==> src/rtl/int_sched_pkg.sv <==
// Shared types and constants for the interrupter scheduler: state encoding,
// configuration widths, default timing parameters and period arithmetic.
package int_sched_pkg;

    localparam int CONF_PAR       = 8;
    localparam int PER_W          = 9;
    localparam int DEF_TICK_DIV   = 500;
    localparam int DEF_LOCK_TICKS = 64;

    typedef enum logic [3:0] {
        S_IDLE = 4'b0001,
        S_ON   = 4'b0010,
        S_OFF  = 4'b0100,
        S_LOCK = 4'b1000
    } state_e;

    // Period length in ticks: a rate code of 255 gives the shortest period (1).
    function automatic logic [PER_W-1:0] calc_per(input logic [CONF_PAR-1:0] freq);
        return 9'd256 - {1'b0, freq};
    endfunction

    // On-time is clamped so every period keeps at least one off tick.
    function automatic logic [PER_W-1:0] calc_on(input logic [CONF_PAR-1:0] freq,
                                                 input logic [CONF_PAR-1:0] pw);
        logic [PER_W-1:0] per_m1;
        per_m1 = calc_per(freq) - 9'd1;
        if ({1'b0, pw} < per_m1) begin
            return {1'b0, pw};
        end
        return per_m1;
    endfunction

endpackage

==> src/rtl/int_sched_tick_gen.sv <==
// Free-running prescaler: emits a one-clk tick at the terminal count of
// every TICK_DIV clocks, independent of scheduler state.
module int_sched_tick_gen
    import int_sched_pkg::*;
#(
    parameter int TICK_DIV = DEF_TICK_DIV
) (
    input  logic clk,
    input  logic rst,
    output logic tick
);

    localparam int CW = $clog2(TICK_DIV);

    logic [CW-1:0] cnt_q, cnt_d;

    always_comb begin
        tick  = (cnt_q == CW'(TICK_DIV - 1));
        cnt_d = tick ? '0 : cnt_q + 1'b1;
    end

    always_ff @(posedge clk or posedge rst) begin
        if (rst) begin
            cnt_q <= '0;
        end else begin
            cnt_q <= cnt_d;
        end
    end

endmodule

==> src/rtl/int_sched.sv <==
// Interrupter burst scheduler: periodic on/off gate timing in ticks, with
// synchronized over-current trips forcing a timed lockout.
module int_sched
    import int_sched_pkg::*;
#(
    parameter int TICK_DIV   = DEF_TICK_DIV,
    parameter int LOCK_TICKS = DEF_LOCK_TICKS
) (
    input  logic                clk,
    input  logic                rst,
    input  logic                en,
    input  logic                conf_vld,
    input  logic [CONF_PAR-1:0] conf_int_freq,
    input  logic [CONF_PAR-1:0] conf_int_pw,
    input  logic                ocd,
    output logic                int_out,
    output logic                lock,
    output logic [7:0]          ocd_cnt,
    output state_e              state_dbg
);

    logic tick;

    int_sched_tick_gen #(.TICK_DIV(TICK_DIV)) u_tick_gen (
        .clk  (clk),
        .rst  (rst),
        .tick (tick)
    );

    state_e              state_q, state_d;
    logic [PER_W-1:0]    cnt_q, cnt_d;
    logic [7:0]          lock_cnt_q, lock_cnt_d;
    logic [CONF_PAR-1:0] pend_freq_q, pend_freq_d, pend_pw_q, pend_pw_d;
    logic [CONF_PAR-1:0] act_freq_q, act_freq_d, act_pw_q, act_pw_d;
    logic                int_out_q, int_out_d, lock_q, lock_d;
    logic [7:0]          ocd_cnt_q, ocd_cnt_d;
    logic [2:0]          ocd_sync_q, ocd_sync_d;

    logic                trip, start;
    logic [PER_W-1:0]    act_per, act_on, nxt_on, cnt_inc;
    logic [7:0]          lock_inc;

    always_comb begin
        ocd_sync_d  = {ocd_sync_q[1:0], ocd};
        trip        = ocd_sync_q[1] & ~ocd_sync_q[2];
        act_per     = calc_per(act_freq_q);
        act_on      = calc_on(act_freq_q, act_pw_q);
        nxt_on      = calc_on(pend_freq_q, pend_pw_q);
        cnt_inc     = cnt_q + 1'b1;
        lock_inc    = lock_cnt_q + 1'b1;

        state_d     = state_q;
        cnt_d       = cnt_q;
        lock_cnt_d  = lock_cnt_q;
        act_freq_d  = act_freq_q;
        act_pw_d    = act_pw_q;
        ocd_cnt_d   = ocd_cnt_q;
        pend_freq_d = conf_vld ? conf_int_freq : pend_freq_q;
        pend_pw_d   = conf_vld ? conf_int_pw   : pend_pw_q;
        start       = 1'b0;

        // A trip outranks enable and every tick-driven transition.
        if (trip && state_q != S_LOCK) begin
            state_d    = S_LOCK;
            lock_cnt_d = '0;
            if (ocd_cnt_q != 8'hFF) begin
                ocd_cnt_d = ocd_cnt_q + 1'b1;
            end
        end else if (!en && (state_q == S_ON || state_q == S_OFF)) begin
            state_d = S_IDLE;
        end else if (tick) begin
            case (state_q)
                S_IDLE: start = en;
                S_ON: begin
                    cnt_d = cnt_inc;
                    if (cnt_inc == act_on) begin
                        state_d = S_OFF;
                    end
                end
                S_OFF: begin
                    if (cnt_inc == act_per) begin
                        start = 1'b1;
                    end else begin
                        cnt_d = cnt_inc;
                    end
                end
                S_LOCK: begin
                    lock_cnt_d = lock_inc;
                    if (lock_inc == 8'(LOCK_TICKS)) begin
                        if (en) begin
                            start = 1'b1;
                        end else begin
                            state_d = S_IDLE;
                        end
                    end
                end
                default: state_d = S_IDLE;
            endcase
        end

        // Period start takes the pending values as they were before this clk.
        if (start) begin
            act_freq_d = pend_freq_q;
            act_pw_d   = pend_pw_q;
            cnt_d      = '0;
            state_d    = (nxt_on != '0) ? S_ON : S_OFF;
        end

        int_out_d = (state_d == S_ON);
        lock_d    = (state_d == S_LOCK);
    end

    always_ff @(posedge clk or posedge rst) begin
        if (rst) begin
            state_q     <= S_IDLE;
            cnt_q       <= '0;
            lock_cnt_q  <= '0;
            pend_freq_q <= '0;
            pend_pw_q   <= '0;
            act_freq_q  <= '0;
            act_pw_q    <= '0;
            int_out_q   <= 1'b0;
            lock_q      <= 1'b0;
            ocd_cnt_q   <= '0;
            ocd_sync_q  <= '0;
        end else begin
            state_q     <= state_d;
            cnt_q       <= cnt_d;
            lock_cnt_q  <= lock_cnt_d;
            pend_freq_q <= pend_freq_d;
            pend_pw_q   <= pend_pw_d;
            act_freq_q  <= act_freq_d;
            act_pw_q    <= act_pw_d;
            int_out_q   <= int_out_d;
            lock_q      <= lock_d;
            ocd_cnt_q   <= ocd_cnt_d;
            ocd_sync_q  <= ocd_sync_d;
        end
    end

    assign int_out   = int_out_q;
    assign lock      = lock_q;
    assign ocd_cnt   = ocd_cnt_q;
    assign state_dbg = state_q;

endmodule

==> config.mk <==
export PLATFORM = sky130hd
export DESIGN_NAME = int_sched
export DESIGN_NICKNAME = d
export VERILOG_FILES = /design/src/rtl/int_sched_pkg.sv /design/src/rtl/int_sched_tick_gen.sv /design/src/rtl/int_sched.sv
export SDC_FILE = /design/constraint.sdc
export NUM_CORES = 1
export LEC_CHECK = 0
export BUFFER_PORTS_ARGS = -buffer_cell sky130_fd_sc_hd__buf_4
export CORE_AREA = 2 2 91 114
export DETAILED_ROUTE_END_ITERATION = 7
export DIE_AREA = 0 0 93 116
export PLACE_DENSITY = 0.67
export SYNTH_ARGS = -nofsm -noshare
export SYNTH_HDL_FRONTEND = slang
export SYNTH_SLANG_ARGS = --single-unit
==> constraint.sdc <==
create_clock -name clk -period 6.5 [get_ports clk]
set_clock_uncertainty 0.05 [all_clocks]
set_input_delay 1.3 -clock clk [delete_from_list [all_inputs] [get_ports clk]]
set_output_delay 1.3 -clock clk [all_outputs]
set_load 0.01 [all_outputs]
==> flow_results.org <==
** Routing
- Per-cell via count in the routed design :: 5.70
- In this run, the number of DRC markers left after iteration 0 of detailed routing was 144.
- In this run the remaining antenna-violating nets after routing total 0.
- Number of detailed-routing iterations run before antenna repair :: 5
- Total via count in the routed design :: 3674
- After detailed routing, the average wire length per cell comes to 15.8 µm.
- Wires add up to between 10 and 15 mm.
- For this run, design rule violations remaining after detail routing come to 0.

** Timing
- Static timing analysis puts the maximum clock frequency at 186 MHz.
- Final cycle utilization of the critical path :: 0.829
- Setup repair after global routing left no endpoint under its margin.
- Sum of negative setup slack :: 0 ps
- Subtracting the final worst setup slack from the clock period gives 5390 ps.
- Number of failing hold endpoints at the final stage :: 0
- The final-report max-slew violation count was 0.
- Setup violations remaining at the end of the flow were counted as 0.
- Measured against its own limit, the worst slew margin works out to 0.386.
- Worst-margin pin slew :: 921 ps

** Critical path
- Max stage delay cell, worst path :: sky130_fd_sc_hd__o2bb2ai_1
- The number of buffers and inverters on the critical path is 1.
- Critical path's top delay family :: compound AO/OA/AOI/OAI gates
- Critical path type :: reg2reg
- Crit path required time :: 6670 ps
- Endpoint type of the worst setup path :: flip-flop
- Type of element launching the critical path :: flip-flop
- Largest stage delay, worst path :: 680 ps
- Crit path cell chain :: inv_1 > ha_1 > or4b_1 > nor4_1 > a41oi_1 > mux2i_1 > xnor2_1 > ha_1 > and3_1 > a221o_1 > o2bb2ai_1 > mux2i_1 > xnor2_1 > nor4b_1 > o211ai_1 > o21ai_2 > and4b_1
- Maximum net fanout on the critical path :: 11
- At the worst endpoint, the arrival time is 5560 ps.

** Clock tree
- Worst-skew pair later-pin latency :: 330 ps
- Number of cells upsized or downsized after cts :: 0
- Clock transition at the register clock pins on the worst setup and hold paths after CTS :: 60 ps
- TritonCTS built the clock tree.
- Maximum clock insertion buffer count :: 2
- After clock tree synthesis, the flow added hold-fix buffers numbering 0.
- The root buffer cell chosen for the clock tree is sky130_fd_sc_hd__clkbuf_16.
- Clock tree synthesis inserted a total of 9 buffers.
- The H-tree was split into 3 levels.
- Clk sinks :: 75
- Once the clock tree was built, the setup fixing pass inserted 0 buffers.

** Finish
- Fill cells in the final layout number slightly below 900.
- The repair_antennas step left the layout with diodes totalling 0.
- Net count, final :: 555
- Fraction of final layout cells sized beyond drive strength 1 :: 0.191
- From synthesis to final layout, the design area changed by 12.8%.
- The multi-input combinational cells in the finished layout cover a total of ~2700 µm².
- Leaving out filler cells and counting taps, the final layout contains between 600 and 700.
- Register cell area after layout :: around 1900 µm²

** Placed design
- GP Congestion :: 0.882
- Summed over all nets, the half-perimeter wirelength after detailed placement is roughly 7.6 mm.
- During placement, the flow inserted port buffers numbering 34.
- Cell count after placement :: 629

** Floorplan
- The core region is 9610 µm².
- The floorplan step defined a die boundary enclosing approximately 11000 µm².
- Chip height :: 116 µm
- For this design the top-level I/O count stands at 35.
- Number of core rows :: 40
- The die is approximately 93 µm wide.
- For this configuration, the core starts out at a cell density of 0.493.

** Global route
- Entering global routing, the biggest net connects 76 pins.
- In the global route stage, met3 resource usage came out at 0.0345.
- The first global-routing pass estimated 17.8 mm of wire.
- For this run, global-route usage on met2 was measured as 0.365.
- The number of antenna violations at the first check in global routing came to 0.
- After global routing the overflow that remains totals 0.
- For this run, global-route usage on met1 was measured as 0.259.
- Vias in the first global route :: ~3700
- The global routing stage identified its most utilized layer as met2.
- In the global route stage, overall resource usage came out at 0.207.

** Logic synthesis
- After synthesis, the cell types taking the most area are sky130_fd_sc_hd__dfrtp_1, sky130_fd_sc_hd__mux2_2, sky130_fd_sc_hd__ha_1.
- The most used flip-flop cell after synthesis is sky130_fd_sc_hd__dfrtp_1.
- Synth cell types :: 69
- For this run, the number of Yosys warnings is 0.
- FFs w/ async S/R, synth :: 1.00
- The share of synthesized area in the top cell type comes to 0.391.
- Synthesized cell area :: 4740 µm²
- A synthesized cell averages 9.60 µm².
- The share of the Yosys chip area taken by registers is 0.396.
- When the netlist entered floorplanning its net count stood at 535.
- Summed over all instances, the cell type with the most area after synthesis is sky130_fd_sc_hd__dfrtp_1.
- After synthesis the netlist holds a flip-flop and latch count of 75.
- Synthesis produced a netlist whose cell count is 494.
- Number of flops mapped to enable cells by yosys :: 0

** Pwr
- Sum of internal, switching and leakage power :: between 1 and 1.5 mW
- Peak supply drop :: about 0.00013 V
- Pwr dens :: 192 nW/µm²
- For this design the static power due to leakage is 2.51 nW.

** Run status
- The flow ran to the end, and the final reports show no timing, DRC or antenna violations.

** Flow run
- Max-cap violation count :: 0

** Worst hold path
- The path class of the tightest hold or removal check is reg2reg.
-- synthesized netlist by cell type (9+ instances only) --
| master | count |
|---|---|
| sky130_fd_sc_hd__a21oi_1 | 13 |
| sky130_fd_sc_hd__o21ai_0 | 28 |
| sky130_fd_sc_hd__xnor2_1 | 25 |
| sky130_fd_sc_hd__nand2b_1 | 9 |
| sky130_fd_sc_hd__mux2_2 | 25 |
| sky130_fd_sc_hd__nand3_1 | 20 |
| sky130_fd_sc_hd__xor2_1 | 20 |
| sky130_fd_sc_hd__nor3_1 | 12 |
| sky130_fd_sc_hd__and3_1 | 10 |
| sky130_fd_sc_hd__dfrtp_1 | 74 |
| sky130_fd_sc_hd__clkbuf_1 | 21 |
| sky130_fd_sc_hd__nand2_1 | 44 |
| sky130_fd_sc_hd__nor2_1 | 30 |
| sky130_fd_sc_hd__ha_1 | 20 |
| sky130_fd_sc_hd__inv_1 | 11 |
-- final timing paths --
kind / from / end / slack [ps] / depth (start not counted)
max: act_freq_q[0] / lock / 1110 / 17
min: ocd_sync_q[0] / ocd_sync_q[1] / 310 / 0
max reg2reg: act_freq_q[0] / lock / 1110 / 17
min reg2reg: ocd_sync_q[0] / ocd_sync_q[1] / 310 / 0
max in group asynchronous: rst / cnt_q[4] / 4600 / 3
min in group asynchronous: rst / pend_pw_q[1] / 1210 / 3
-- power breakdown --
| group | internal (mW) | leakage, nW | switching (mW) |
|---|---|---|---|
| combinational | 0.0254 | 1.39 | 0.0218 |
| sequential | 0.478 | 0.976 | 0.0137 |
| clock | 0.298 | 0.143 | 0.189 |
-- layout by cell type, fill, tap and decap left out, types with 12 or more instances in the layout --
cell type and count:
sky130_fd_sc_hd__o21ai_0 28, sky130_fd_sc_hd__ha_1 20, sky130_fd_sc_hd__nand3_1 20, sky130_fd_sc_hd__xnor2_1 25, sky130_fd_sc_hd__nor3_1 12, sky130_fd_sc_hd__nand2_1 44
sky130_fd_sc_hd__mux2_2 25, sky130_fd_sc_hd__a21oi_1 13, sky130_fd_sc_hd__dfrtp_1 74, sky130_fd_sc_hd__buf_4 37, sky130_fd_sc_hd__xor2_1 20, sky130_fd_sc_hd__nor2_1 30
-- worst register-to-register path, delay by kind of cell, from the launching register on --
kind | cells | cell delay [ps]
AOI/OAI and AO/OA | 5 | 1540
xor gates and xnor gates | 2 | 390
adders and majority gates | 2 | 720
buffers and inverters | 1 | 150
DFF | 1 | 540
muxes | 2 | 510
and+or+nand+nor | 5 | 1370
-- per-layer routing --
metal / routed length, µm / vias to the layer above
li1: - / 1825
met1: 4380 / 1759
met2: 5300 / 77
met3: 348 / 13
met4: 184 / 0
met5: 0 / -
-- flip-flops by register name, indices dropped and copies added, names as in the netlist --
register	cells
int_out	1
state_dbg	4
cnt_q	9
pend_freq_q	8
lock	1
lock_cnt_q	8
ocd_sync_q	3
act_freq_q	8
u_tick_gen.cnt_q	9
act_pw_q	8
ocd_cnt	8
pend_pw_q	8
-- metrics by stage --
stage	hold WS [ps]	util	setup slack, ps	area [µm²]
6_report	306	0.556	1110	5350
5_1_grt	321	0.556	688	5350
4_1_cts	311	0.556	1110	5350
3_5_place_dp	295	0.526	1110	5050
3_3_place_gp	298	0.526	1270	5050
2_1_floorplan	281	-	1630	4740
-- cells by family after synthesis --
logic type,after synthesis,share of synthesized area
AND/OR/NAND/NOR,173,0.191
AO/OA/AOI/OAI,106,0.151
flip-flops,75,0.396
XOR/XNOR,45,0.0831
buffers and inverters,39,0.0348
multiplexers,36,0.0911
adder cells (fa/ha/maj),20,0.0528
-- cell type report --
class                   count  share of cell area
well taps                 126              0.0295
clock buffers              10              0.0428
inverters                  11             0.00772
clock inverters             6              0.0122
multi-input cells         380               0.505
flip-flops and latches     75               0.351
repair buffers             37              0.0520
No activity file was read; power rests on OpenSTA's default activity.
